**config.mk**
```make
export PLATFORM = sky130hd
export DESIGN_NAME = abs_accum_ctrl
export DESIGN_NICKNAME = d
export VERILOG_FILES = /design/src/rtl/abs_accum_ctrl_pkg.sv /design/src/rtl/abs_accum_ctrl_absolute.sv /design/src/rtl/abs_accum_ctrl.sv
export SDC_FILE = /design/constraint.sdc
export NUM_CORES = 1
export LEC_CHECK = 0
export CELL_PAD_IN_SITES_DETAIL_PLACEMENT = 0
export CELL_PAD_IN_SITES_GLOBAL_PLACEMENT = 1
export CORE_MARGIN = 2
export CORE_UTILIZATION = 44
export DETAILED_ROUTE_END_ITERATION = 6
export GPL_ROUTABILITY_DRIVEN = 1
export PLACE_DENSITY = 0.91
export SLEW_MARGIN = 30
export SYNTH_ARGS = -nofsm -noshare
export SYNTH_HDL_FRONTEND = slang
export SYNTH_SLANG_ARGS = --single-unit
```
**constraint.sdc**
```tcl
create_clock -name clk -period 6.4 [get_ports clk]
set_clock_uncertainty 0.2 [all_clocks]
set_input_delay 0.96 -clock clk [delete_from_list [all_inputs] [get_ports clk]]
set_output_delay 0.96 -clock clk [all_outputs]
set_load 0.01 [all_outputs]
```
**src/rtl/abs_accum_ctrl_pkg.sv**
```systemverilog
// Shared definitions for the block-magnitude accumulator: sample width and FSM states.
package abs_accum_ctrl_pkg;

  localparam int SAMPLE_W = 6;

  typedef enum logic [1:0] {
    ST_IDLE = 2'd0,
    ST_RUN  = 2'd1,
    ST_DONE = 2'd2
  } state_t;

endpackage

```
**src/rtl/abs_accum_ctrl_absolute.sv**
```systemverilog
// Combinational magnitude of a signed two's-complement sample.
// The result is read as unsigned, so the most negative input maps to 2^(SAMPLE_W-1).
module absolute
  import abs_accum_ctrl_pkg::*;
(
  input  logic [SAMPLE_W-1:0] x,
  output logic [SAMPLE_W-1:0] y
);

  assign y = x[SAMPLE_W-1] ? (~x + SAMPLE_W'(1)) : x;

endmodule

```
**src/rtl/abs_accum_ctrl.sv**
```systemverilog
// Streams signed samples through one shared absolute unit and reports the L1 sum
// and peak magnitude of each N_SAMPLES block over a valid/ready output handshake.
module abs_accum_ctrl
  import abs_accum_ctrl_pkg::*;
#(
  parameter int N_SAMPLES = 8,
  parameter int CNT_W     = 3,
  parameter int ACC_W     = 9
) (
  input  logic                clk,
  input  logic                reset,
  input  logic                start,
  input  logic                in_valid,
  input  logic [SAMPLE_W-1:0] in_data,
  output logic                in_ready,
  output logic                out_valid,
  input  logic                out_ready,
  output logic [ACC_W-1:0]    out_sum,
  output logic [SAMPLE_W-1:0] out_max,
  output logic                busy
);

  if (N_SAMPLES < 2 || (2 ** CNT_W) < N_SAMPLES ||
      ACC_W < SAMPLE_W + $clog2(N_SAMPLES)) begin : g_bad_params
    $error("abs_accum_ctrl: illegal N_SAMPLES/CNT_W/ACC_W combination");
  end

  localparam logic [CNT_W-1:0] LAST = CNT_W'(N_SAMPLES - 1);

  state_t              state;
  state_t              state_next;
  logic [CNT_W-1:0]    count;
  logic [ACC_W-1:0]    acc;
  logic [SAMPLE_W-1:0] maxv;
  logic [SAMPLE_W-1:0] mag;
  logic [ACC_W-1:0]    acc_upd;
  logic [SAMPLE_W-1:0] max_upd;
  logic                accept;

  absolute u_absolute (
    .x (in_data),
    .y (mag)
  );

  assign in_ready  = (state == ST_RUN);
  assign out_valid = (state == ST_DONE);
  assign busy      = (state == ST_RUN) || (state == ST_DONE);
  assign accept    = in_valid && in_ready;

  assign acc_upd = acc + ACC_W'(mag);
  assign max_upd = (mag > maxv) ? mag : maxv;

  // start is only looked at in IDLE, so pulses in RUN or DONE never restart a block.
  always_comb begin
    state_next = ST_IDLE;
    case (state)
      ST_IDLE: state_next = start ? ST_RUN : ST_IDLE;
      ST_RUN:  state_next = (accept && count == LAST) ? ST_DONE : ST_RUN;
      ST_DONE: state_next = out_ready ? ST_IDLE : ST_DONE;
      default: state_next = ST_IDLE;
    endcase
  end

  always_ff @(posedge clk) begin
    if (reset) begin
      state   <= ST_IDLE;
      count   <= '0;
      acc     <= '0;
      maxv    <= '0;
      out_sum <= '0;
      out_max <= '0;
    end else begin
      state <= state_next;
      if (state == ST_IDLE && start) begin
        count <= '0;
        acc   <= '0;
        maxv  <= '0;
      end else if (accept) begin
        acc  <= acc_upd;
        maxv <= max_upd;
        if (count == LAST) begin
          count   <= '0;
          out_sum <= acc_upd;
          out_max <= max_upd;
        end else begin
          count <= count + CNT_W'(1);
        end
      end
    end
  end

endmodule

```
### Word-level counts from Yosys, hierarchy flattened

Index checks and enable logic that the tools add are counted.
Widths: inputs -> output; s select.

* $add $sub $neg: 3
* magnitude comparators: 1
* equality and inequality tests: 3
* mux-type cells: 7
* bitwise operators: 2
* reduce and logical (&&, ||, !) cells: 7

Operators by type and width (count)
* $mux 6: 2
* $add 9x6->9: 1
* $add 6x1->6 const B: 1
* $gt 6x6->1: 1
* $not 6->6: 1
* $pmux 2 s3: 1
* $mux 2: 2
* $add 3x1->3 const B: 1
* $eq 3x3->1 const B: 1
* $logic_and 1x1->1: 3
* $mux 3: 1
* $reduce_and 3->1: 1
* $eq 2x1->1 const B: 1
* $eq 2x2->1 const B: 1
* $logic_not 2->1: 1
* $reduce_or 2->1: 1
* $logic_or 1x1->1: 1
* $mux 1: 1
* $not 1->1: 1

* register bits: 35
* output and inout port bits: 18
* logic and storage cells: 29

### Depth between registers and ports, before layout

* depth after elaboration: 5
* mapped depth: 13
* depth with buffers taken out: 11

### Cells and area by module

From an unflattened synthesis, not the netlist that was laid out.

* cells, all modules: 230
* area total of the unflattened synthesis: 1969.4 sq um

Modules (own cells, without submodules)
* abs_accum_ctrl: instances 1, cells an instance 213, area each 1851.8 sq um, seq. area each 700.7 sq um
* absolute: instances 1, cells an instance 17, area each 117.6 sq um, seq. area each 0.0 sq um

### Least setup slack after synthesis

OpenSTA, ideal clock, no wires.

* path kind: input to register
* from: input port in_data[1]
* to: register out_max[4]
* setup time: 70 ps
* arrival time: 2959 ps
* slack: 3170 ps
* stages on the path: 9
* cells stage by stage: or3_1 > nand2_1 > xnor2_1 > ha_1 > a211oi_2 > nor2_2 > nor3_1 > mux2_2 > a21oi_1

* word-level cells in the longest chain between the ends: 5

Ends and longest elaborated chain
* start: declaration: RTL line abs_accum_ctrl.sv:14 `input logic [SAMPLE_W-1:0] in_data,`
* $not 6->6: RTL line abs_accum_ctrl_absolute.sv:10 `assign y = x[SAMPLE_W-1] ? (~x + SAMPLE_W'(1)) : x;`
* $add 6x1->6: RTL line abs_accum_ctrl_absolute.sv:10
* $mux 6 (*): RTL line abs_accum_ctrl_absolute.sv:10
* $gt 6x6->1: RTL line abs_accum_ctrl.sv:51 `assign max_upd = (mag > maxv) ? mag : maxv;`
* $mux 6 (*): RTL line abs_accum_ctrl.sv:51
* end signal: assignment: RTL line abs_accum_ctrl.sv:84 `out_max <= max_upd;`
* end: declaration: RTL line abs_accum_ctrl.sv:19 `output logic [SAMPLE_W-1:0] out_max,`

Mark *: on every way between the ends. The rest lies on a longest branch, timed or not.
A chain may end at the register's enable or synchronous reset.

### Worst setup path in the final report

* from: input port in_data[0]
* to: register out_max[4]

Same word-level chain as after synthesis.

==> results.toml <==
[synth]
synth_xor_area_frac = 0.0339
synthArstFlopShare = 0
synth_compound_area_frac = 0.234
yosysSeqAreaShare = 0.339
synth_adder_area_share = 0.125
synthCells = 240
syn_avg_cell_area_sq_um = 8.61
syn-num-nets = 271
ys_warn_count = 0
synth-seq-cells = 35
synth_edf_count = 0
synth-simple-area-share = 0.191
synth_top_flop_cell = "dfxtp_1"
synth_top_family_by_area = "compound AO/OA/AOI/OAI gates"
synth_cell_type_count = 50
syn_area_sq_um = 2070
synthMuxAreaShare = 0.0200

[sta]
period_share = 0.595
fmax_mhz = 263
setup_violations = 0
min_period_ns = 3.81
relSlewSlack = 0.404
final-hold-violation-count = 0
worst_pin_slew_ns = 0.891
rsz0062_at_grt = "no"
slew_violations = 0
fin_tns_setup_ns = 0

[cells_and_area]
layout.nets = 297
antenna-diode-count = 0
drive_gt1_frac = 0.0861
syn_to_final_growth_pct = 20.8

[status]
outcome = "finished clean"

[clock_tree]
cts_max_level = 2
cts.clk_slew.worst_paths_ns = 0.07
post_cts_resized = 0
cts_tree = "yes"
clock_tree.root_cell = "clkbuf_8"
cts_setup_buffers = 0
clock_latency_ns = 0.29
cts-buffers-inserted = 5
cts.path.max_buffers = 2
clock_sinks = 35
postCtsHoldBufs = 0

[global_routing]
grtUsageMet3 = 0.0486
grt-ovfl-total = 0
grtUsageMet1 = 0.253
antenna_found_initial = 0
grt_pass1_wl_microns = 7660
gr-usage-met2 = 0.290
grt_max_degree = 24
first_global_vias = 1620
grt_busiest_layer = "met2"
grtUsageTotal = 0.189

[drt]
routedWlPerCell_microns = 14.2
via_count = 1768
drc = 0
wl_microns = 4540
via_per_inst = 5.54
postRouteAntennaNets = 0
firstDrtPassIters = 4
drt_iter0_markers = 79

[floorplan]
die-area_sq_um = 5260
die_x_microns = 72.5
row_count = 24
core_sq_um = 4440
initial_core_util = 0.465
die_h_microns = 72.5
ios = 29

[placement]
routabilityCongestion = 0.859
io_buffers = 28
dpl.hpwl_microns = 3350

[setup_path]
crit_fanout = 4
worstPathRequired_ns = 6.41
crit_arrival_ns = 3.82
criticalPathCategory = "input port to flop"
startpoint_type = "input port"
end_kind = "flop"

[flow_run]
drv_cap = 0

[power_and_ir_drop]
power_mw = 0.542
peakVddDrop_mv = 0.114
powerDensity_nw_per_um2 = 217
p_leak_nw = 0.901

[hold_path]
min_path_type = "flop to flop"
-- cells by family after synthesis --
logic type / Yosys count
buf+inv: 25
fa+ha+maj: 20
mux: 4
xor+xnor: 8
flops: 35
simple gates: 81
compound gates: 67
-- critical path, stage by stage --
cell and delay, ns:
clkdlybuf4s50_1 0.55, inv_1 0.11, ha_1 0.23, nor3b_1 0.16
o211ai_2 0.28, ha_1 0.30, o21ai_0 0.22, nor2_2 0.10
nor3_1 0.40, mux2_2 0.39, a21oi_1 0.13
-- layout by cell type, fill, tap and decap left out, types with 3 or more instances in the layout --
cell	instances
dfxtp_1	35
nand2_1	30
clkdlybuf4s50_1	28
a21oi_1	23
ha_1	19
nor2_1	16
inv_1	15
a211oi_1	10
nand3_1	7
o21ai_0	6
nand2b_1	6
xor2_1	6
o211ai_1	6
clkbuf_8	5
or3_1	3
a211oi_2	3
nor2_2	3
nor3_1	3
mux2i_1	3
-- registers in the layout (all words and copies together) (netlist names) --
name     flops
state        2
acc          9
out_max      6
count        3
maxv         6
out_sum      9
-- routing by layer --
layer / wire length, microns / share of wire
met3: 151 / 0.033
met2: 2090 / 0.46
met4: 74 / 0.016
met1: 2220 / 0.49
met5: 0 / 0
-- final timing paths --
path                                 start  slack, ns    endpoint  depth (start not counted)
worst min register to register  out_max[2]       0.26  out_max[2]                          2
worst max register to register     maxv[3]       4.14  out_max[4]                          7
worst max-delay path            in_data[0]       2.59  out_max[4]                         11
worst min-delay path            out_max[2]       0.26  out_max[2]                          2
-- report_power, final --
group | leakage, nW | switching [mW] | internal, mW | total, mW
clock network | 0.0644 | 0.0847 | 0.155 | 0.240
logic | 0.554 | 0.0472 | 0.0321 | 0.0793
registers | 0.283 | 0.00196 | 0.221 | 0.223
-- synth_stat cells, types with 5 or more instances --
cell      instances  area [sq um]
inv_1            15          56.3
a21oi_1          23           115
a211oi_1         10          75.1
clkbuf_1          5          18.8
nand2_1          30           113
nand3_1           7          35.0
xor2_1            6          52.6
ha_1             19           238
nand2b_1          6          37.5
nor2_1           16          60.1
o211ai_1          6          45.0
dfxtp_1          35           701
o21ai_0           6          30.0
-- layout make-up --
class,count,area (sq um)
Clock buffer,5,68.8
Clock inverter,3,67.6
Multi-Input combinational cell,180,1250
Timing Repair Buffer,29,288
Sequential cell,35,701
Tap cell,52,65.1
Inverter,15,56.3
Fill cell,428,1950
-- per-stage QoR --
step                area, sq um  std cells  setup WS, ns  hold WS, ns   util
CTS                        2490        319          2.63        0.261  0.561
finish                     2490        319          2.59        0.256  0.561
floorplan                  2070        240          3.17        0.240      -
global route               2490        319          2.38        0.275  0.561
detailed placement         2360        311          2.34        0.250  0.531
global placement           2360        311          2.33        0.244  0.531
No activity file was read; power rests on OpenSTA's default activity.
